$ cat src/rtl/hazard_stall_ctrl_pkg.sv
// Shared state encoding and parameter defaults for the pipeline stall/flush controller.
package hazard_stall_ctrl_pkg;

  localparam int unsigned DefRegAddrSize  = 5;
  localparam int unsigned DefDrainCycles  = 3;
  localparam int unsigned DefStallCntSize = 16;

  typedef enum logic [1:0] {
    StRun    = 2'd0,
    StDrain  = 2'd1,
    StHalted = 2'd2
  } state_e;

endpackage

$ cat src/rtl/hazard_stall_ctrl.sv
// Stall/flush controller: resolves hazards forwarding cannot cover, flushes on taken branches,
// and drains the pipeline after HALT before reporting completion.
module hazard_stall_ctrl
  import hazard_stall_ctrl_pkg::*;
#(
  parameter int unsigned REG_ADDR_SIZE  = DefRegAddrSize,
  parameter int unsigned DRAIN_CYCLES   = DefDrainCycles,
  parameter int unsigned STALL_CNT_SIZE = DefStallCntSize
) (
  input  logic                      i_clk,
  input  logic                      i_reset,
  input  logic                      i_enable,
  input  logic [REG_ADDR_SIZE-1:0]  i_id_rs,
  input  logic [REG_ADDR_SIZE-1:0]  i_id_rt,
  input  logic                      i_id_is_branch,
  input  logic                      i_id_branch_taken,
  input  logic                      i_id_halt,
  input  logic                      i_id_ex_mem_rd,
  input  logic                      i_id_ex_wb,
  input  logic [REG_ADDR_SIZE-1:0]  i_id_ex_addr,
  input  logic                      i_ex_mem_mem_rd,
  input  logic [REG_ADDR_SIZE-1:0]  i_ex_mem_addr,
  output logic                      o_pc_stall,
  output logic                      o_if_id_stall,
  output logic                      o_if_id_flush,
  output logic                      o_id_ex_flush,
  output logic                      o_halted,
  output logic [STALL_CNT_SIZE-1:0] o_stall_count
);

  localparam int unsigned DrainW = $clog2(DRAIN_CYCLES + 1);
  localparam logic [DrainW-1:0] DrainLoad = DrainW'(DRAIN_CYCLES - 1);
  localparam logic [DrainW-1:0] DrainOne = DrainW'(1);
  localparam logic [STALL_CNT_SIZE-1:0] CntOne = STALL_CNT_SIZE'(1);

  state_e                    state_q, state_d;
  logic [DrainW-1:0]         drain_q, drain_d;
  logic [STALL_CNT_SIZE-1:0] cnt_q, cnt_d;
  logic                      halted_q;

  logic ex_match, mem_match;
  logic lu, bex, bmm, stall, halt_go;

  // Register 0 is hardwired, so a write to it never creates a dependency.
  assign ex_match  = (i_id_ex_addr != '0) &&
                     ((i_id_ex_addr == i_id_rs) || (i_id_ex_addr == i_id_rt));
  assign mem_match = (i_ex_mem_addr != '0) &&
                     ((i_ex_mem_addr == i_id_rs) || (i_ex_mem_addr == i_id_rt));

  assign lu      = i_id_ex_mem_rd & ex_match;
  assign bex     = i_id_is_branch & i_id_ex_wb & ex_match;
  assign bmm     = i_id_is_branch & i_ex_mem_mem_rd & mem_match;
  assign stall   = (state_q == StRun) & i_enable & (lu | bex | bmm);
  assign halt_go = i_id_halt & ~stall;

  always_ff @(posedge i_clk or negedge i_reset) begin
    if (!i_reset) begin
      state_q  <= StRun;
      drain_q  <= '0;
      cnt_q    <= '0;
      halted_q <= 1'b0;
    end else begin
      state_q  <= state_d;
      drain_q  <= drain_d;
      cnt_q    <= cnt_d;
      halted_q <= (state_d == StHalted);
    end
  end

  always_comb begin
    state_d = state_q;
    drain_d = drain_q;
    unique case (state_q)
      StRun: begin
        if (i_enable && halt_go) begin
          state_d = StDrain;
          drain_d = DrainLoad;
        end
      end
      StDrain: begin
        if (i_enable) begin
          if (drain_q == '0) begin
            state_d = StHalted;
          end else begin
            drain_d = drain_q - DrainOne;
          end
        end
      end
      StHalted: ;
      default: state_d = StRun;
    endcase
  end

  // Saturate rather than wrap so a long stall storm never reads back as a small count.
  always_comb begin
    cnt_d = cnt_q;
    if (stall && (cnt_q != '1)) begin
      cnt_d = cnt_q + CntOne;
    end
  end

  always_comb begin
    o_pc_stall    = 1'b0;
    o_if_id_stall = 1'b0;
    o_if_id_flush = 1'b0;
    o_id_ex_flush = 1'b0;
    unique case (state_q)
      StRun: begin
        // Stall wins over a taken branch: the branch compared stale operands.
        o_pc_stall    = stall | halt_go;
        o_if_id_stall = stall | halt_go;
        o_id_ex_flush = stall;
        o_if_id_flush = i_id_branch_taken & ~stall;
      end
      StDrain, StHalted: begin
        o_pc_stall    = 1'b1;
        o_if_id_stall = 1'b1;
        o_id_ex_flush = 1'b1;
      end
      default: ;
    endcase
  end

  assign o_halted      = halted_q;
  assign o_stall_count = cnt_q;

endmodule

$ cat config.mk
export PLATFORM = sky130hd
export DESIGN_NAME = hazard_stall_ctrl
export DESIGN_NICKNAME = d
export VERILOG_FILES = /design/src/rtl/hazard_stall_ctrl_pkg.sv /design/src/rtl/hazard_stall_ctrl.sv
export SDC_FILE = /design/constraint.sdc
export NUM_CORES = 1
export LEC_CHECK = 0
export CORE_MARGIN = 8
export CORE_UTILIZATION = 45
export DETAILED_ROUTE_END_ITERATION = 10
export PLACE_DENSITY = 0.84
export SYNTH_ARGS = -nofsm -noshare
export SYNTH_HDL_FRONTEND = slang
export SYNTH_SLANG_ARGS = --single-unit
export TNS_END_PERCENT = 20
$ cat constraint.sdc
create_clock -name i_clk -period 2.32 [get_ports i_clk]
set_clock_uncertainty 0.05 [all_clocks]
set_input_delay 0.232 -clock i_clk [delete_from_list [all_inputs] [get_ports i_clk]]
set_output_delay 0.232 -clock i_clk [all_outputs]
set_load 0.005 [all_outputs]
* Word-level counts from Yosys, hierarchy flattened *
Index checks and enable logic that the tools add are counted.

word-level totals
  logic and storage cells = 54
  register bits = 21

operators by class
  bitwise operators = 13
  mux-type cells = 11
  equality and inequality tests = 11
  $add $sub $neg = 2
  reduce and logical (&&, ||, !) cells = 13

operators by type and width
  cell                                                                 number
  5-bit == test                                                        4
  16-bit by 1-bit adder with 16-bit output (second input constant)     1
  16-bit != test (second input constant)                               1
  2-bit 2-to-1 mux                                                     6
  5-bit nonzero test                                                   2
  1-bit AND                                                            9
  2-bit case mux with 3 select lines                                   1
  2-bit == test (second input constant)                                2
  1-bit logical AND                                                    4
  2-bit zero test                                                      2
  2-bit != test (second input constant)                                2
  1-bit case mux with 2 select lines                                   2
  2-bit case mux with 2 select lines                                   1
  4-bit AND reduction                                                  1
  1-bit bitwise OR                                                     3
  2-bit by 1-bit == test with 1-bit output (second input constant)     1
  1-bit logical OR                                                     2
  2-bit by 1-bit != test with 1-bit output (second input constant)     1
  2-bit nonzero test                                                   1
  2-bit OR reduction                                                   1
  2-bit by 1-bit subtractor with 2-bit output (second input constant)  1
  1-bit 2-to-1 mux                                                     1
  1-bit inverter                                                       1

* Logic depth before layout (Yosys ltp) *
  depth in word-level cells = 13
  gate-level depth with buffers = 8

* Worst setup path before layout *
No wires, ideal clock.

  path type = register -> register
  start point = reg cnt_q[2] (netlist: o_stall_count[2])
  end point = reg cnt_q[1] (netlist: o_stall_count[1])
  setup slack = 0.391 ns
  stages on the path, launching flop included = 8
  required time = 2.145 ns
  data arrival time = 1.754 ns
  buffers on the path = 1
  cells stage by stage = dfrtp_1 -> and3_1 -> nand3_1 -> nor2_1 -> nand2_1 -> o2111ai_4 -> buf_8 -> mux2_4

on the way
  longest elaborated chain between the ends = 2

ends and longest elaborated chain
  item                    RTL line                 text
  start, declared         hazard_stall_ctrl.sv:38  logic [STALL_CNT_SIZE-1:0] cnt_q, cnt_d;
  start signal, assigned  hazard_stall_ctrl.sv:65  cnt_q <= cnt_d;
  16-bit != test          hazard_stall_ctrl.sv:97  if (stall && (cnt_q != '1)) begin
  1-bit logical AND       hazard_stall_ctrl.sv:97

Every way passes these cells.
A chain may end at the register's enable or synchronous reset.

* Worst setup path after layout *
  start point = in i_ex_mem_addr[2]
  end point = out o_if_id_stall

on the way
  longest elaborated chain between the ends = 10
  elaborated cells on any way between the ends = 12
  classes of those cells = 2 x eq/ne; 1 x mux; 6 x bitwise; 3 x reduce/logical

ends and longest elaborated chain
  item                                    RTL line                  text
  start, declared                         hazard_stall_ctrl.sv:22   input logic [REG_ADDR_SIZE-1:0] i_ex_mem_addr,
  5-bit == test                           hazard_stall_ctrl.sv:48   ((i_ex_mem_addr == i_id_rs) || (i_ex_mem_addr == i_id_rt));
  1-bit logical OR                        hazard_stall_ctrl.sv:48
  1-bit logical AND (*)                   hazard_stall_ctrl.sv:47   assign mem_match = (i_ex_mem_addr != '0) &&
  1-bit AND (*)                           hazard_stall_ctrl.sv:52   assign bmm = i_id_is_branch & i_ex_mem_mem_rd & mem_match;
  1-bit bitwise OR (*)                    hazard_stall_ctrl.sv:53   assign stall = (state_q == StRun) & i_enable & (lu | bex | bmm);
  1-bit AND (*)                           hazard_stall_ctrl.sv:53
  1-bit inverter                          hazard_stall_ctrl.sv:54   assign halt_go = i_id_halt & ~stall;
  1-bit AND                               hazard_stall_ctrl.sv:54
  1-bit bitwise OR (*)                    hazard_stall_ctrl.sv:111  o_if_id_stall = stall | halt_go;
  1-bit case mux with 2 select lines (*)  hazard_stall_ctrl.sv:107  unique case (state_q)
  end, declared                           hazard_stall_ctrl.sv:24   output logic o_if_id_stall,

Mark *: on every way between the ends. The rest lies on a longest branch, timed or not.

==> results.sh <==
export IMPL_status="finished clean"
export IMPL_cp_data_arrival_time_ns=1.97
export IMPL_synth_top_cell_area_share_pct=36.52
export IMPL_met3_usage_pct=3.581
export IMPL_ys_top_cells_by_area="dfrtp_1, xnor2_1, xor2_1"
export IMPL_die_x_um=72.55
export IMPL_holdWs_ns=0.1988
export IMPL_ff2ff_path_depth=8
export IMPL_syn_nets=192
export IMPL_max_slew_margin_pct=66.09
export IMPL_critical_path_required_ns=2.04
export IMPL_ys_types=31
export IMPL_antenna_found_initial=0
export IMPL_stdcell_count=260
export IMPL_path_max_fanout=3
export IMPL_hold_viol=0
export IMPL_cts_root_buf="clkbuf_4"
export IMPL_final_layout_size_suffix_gt1_share_pct=12.50
export IMPL_netlist_area_mm2=0.001439
export IMPL_synth_edff_count=0
export IMPL_cts_tree="done"
export IMPL_power_total_w=0.001328
export IMPL_drtAntennaViolNets=0
export IMPL_finalCriticalPeriod_ns=2.256
export IMPL_place_area_mm2=0.002029
export IMPL_syn_to_final_growth_pct=43.57
export IMPL_cts_made_buffers=3
export IMPL_drt_first_pass_iters=4
export IMPL_dr_first_iter_drc_count=100
export IMPL_grt_busiest_layer="met2"
export IMPL_htreeDepth=1
export IMPL_ys_warn_count=0
export IMPL_drc=0
export IMPL_grt_pass1_wl_mm=5.796
export IMPL_io_pins=50
export IMPL_gp_congestion=0.8401
export IMPL_met1_usage_pct=15.79
export IMPL_async_flop_share_pct=100.0
export IMPL_r2r_end="o_stall_count[7]"
export IMPL_vias_per_cell=4.973
export IMPL_coreArea_mm2=0.003053
export IMPL_fin_crit_sh_pct=97.23
export IMPL_synth_flop_cell="dfrtp_1"
export IMPL_rows=20
export IMPL_start_util_pct=47.13
export IMPL_crit_path_end="o_if_id_stall"
export IMPL_rr_startpoint="o_stall_count[8]"
export IMPL_seq_area_frac_synth_pct=36.52
export IMPL_power_leakage_nw=0.9303
export IMPL_grt_ovfl_total=0
export IMPL_diodes=0
export IMPL_p_per_area_mw_per_mm2=642.9
export IMPL_worst_setup_path_end_kind="primary output"
export IMPL_design_area_mm2=0.002066
export IMPL_cts_buffer_depth=2
export IMPL_cts_hold_buffers=0
export IMPL_ys_ff_latch=21
export IMPL_gr_usage_all_layers_pct=13.59
export IMPL_grt_max_degree=22
export IMPL_clk_pin_slew_worst_paths_ns=0.12
export IMPL_fin_nets=252
export IMPL_final_util_pct=67.66
export IMPL_rsz0062_at_grt="true"
export IMPL_path_class="in2out"
export IMPL_cp_startpoint="i_ex_mem_addr[2]"
export IMPL_die_area_mm2=0.005263
export IMPL_dp_cells=256
export IMPL_wl_mm=3.546
export IMPL_fmax_mhz=443.3
export IMPL_place_hpwl_mm=2.912
export IMPL_ir_drop_mv=0.6743
export IMPL_hold_class="in2async"
export IMPL_netlist_instances=157
export IMPL_netlist_top_cells_count="xnor2_1, dfrtp_1, nand3_1"
export IMPL_maxSlewViolCount=0
export IMPL_cts_num_sinks=21
export IMPL_yosysMostFrequentCell="xnor2_1"
export IMPL_crit_path_start_kind="input pin"
export IMPL_syn_avg_cell_area_um2=9.165
export IMPL_die_h_um=72.55
export IMPL_use_met2_pct=23.26
export IMPL_r2r_slack_ns=0.20
export IMPL_vias=1293
export IMPL_grt_pass1_vias=1275
export IMPL_port_buffers=49
export IMPL_yosysTopAreaCell="dfrtp_1"
export IMPL_routedWlPerCell_um=13.64
export IMPL_clk_latency_ns=0.30
export IMPL_finalSetupViolations=0
export IMPL_worst_pin_slew_ns=0.5084
export IMPL_maxCapViolCount=0
[stage by stage]
stage / setup TNS [ns] / setup slack [ns]
2_1_floorplan: 0 / 0.3908
6_report: 0 / 0.06416
4_1_cts: -0.1309 / -0.05591
3_3_place_gp: -2.475 / -0.3142
5_1_grt: -0.1954 / -0.07865
3_5_place_dp: -2.840 / -0.3254
[state kept, by name (all words and copies together) (netlist names)]
signal / cells
drain_q: 2
o_stall_count: 16
o_halted: 1
state_q: 2
[worst max-delay path, stage by stage]
cell,delay (ns)
clkdlybuf4s50_1,0.42
or3_4,0.34
o311a_1,0.35
a22o_4,0.25
a31oi_4,0.19
a21oi_2,0.08
clkbuf_2,0.11
[layout by cell type (no fill, tap or decap), drive strengths merged, types with 7 or more instances in the layout]
master / count
buf: 10
clkbuf: 7
clkdlybuf4s50: 43
dfrtp: 21
inv: 10
nand2: 14
nand3: 16
nor2: 11
nor3: 7
xnor2: 23
xor2: 12
[area by class of cell]
cell class              count  area, um2
fillers                   262      987.2
flip-flops and latches     21      525.5
clock inverters             1      5.005
multi-input cells         122      869.6
inverters                  10      37.54
well taps                  44      55.05
repair buffers             59      550.5
clock buffers               3      22.52
[cell families (layout without fill, tap and decap cells)]
group / after synthesis / in the layout / synth area share [%]
DFF: 21 / 21 / 36.52
AOI/OAI and AO/OA: 23 / 23 / 12.00
buffers and inverters: 14 / 73 / 4.696
and+or+nand+nor: 57 / 57 / 19.22
muxes: 1 / 1 / 1.043
adders and majority gates: 6 / 6 / 5.217
xor gates and xnor gates: 35 / 35 / 21.30
[routing by layer]
layer / share of wire [%] / wire length (um)
met4: 2.2 / 78
met2: 48 / 1716
met3: 5.1 / 180
met5: 0 / 0
met1: 44 / 1572
[worst min-delay path by stage]
stage | startpoint | end | slack (ns) | cells past startpoint
detailed placement | o_stall_count[13] | o_stall_count[13] | 0.43 | 1
floorplan | i_reset | drain_q[0] | -0.11 | 0
global placement | o_stall_count[13] | o_stall_count[13] | 0.43 | 1
finish | i_reset | o_stall_count[10] | 0.20 | 2
CTS | i_reset | o_stall_count[10] | 0.21 | 2
global route | i_reset | o_stall_count[10] | 0.21 | 2
[what timing repair did]
item / in CTS / in global routing
gates resized for setup: 7 / 11
pin swaps: 2 / 4
setup buffers: 0 / 0
setup endpoints to repair: 4 / 8
[power by group]
group	switching [W]	internal [W]	total, W	leakage [nW]
Clock	0.000113	0.0000643	0.000177	0.0177
Combinational	0.000336	0.000329	0.000665	0.641
Sequential	0.0000621	0.000424	0.000486	0.271
Total	0.000511	0.000817	0.00133	0.930
Power figures use the tool's default switching activity.
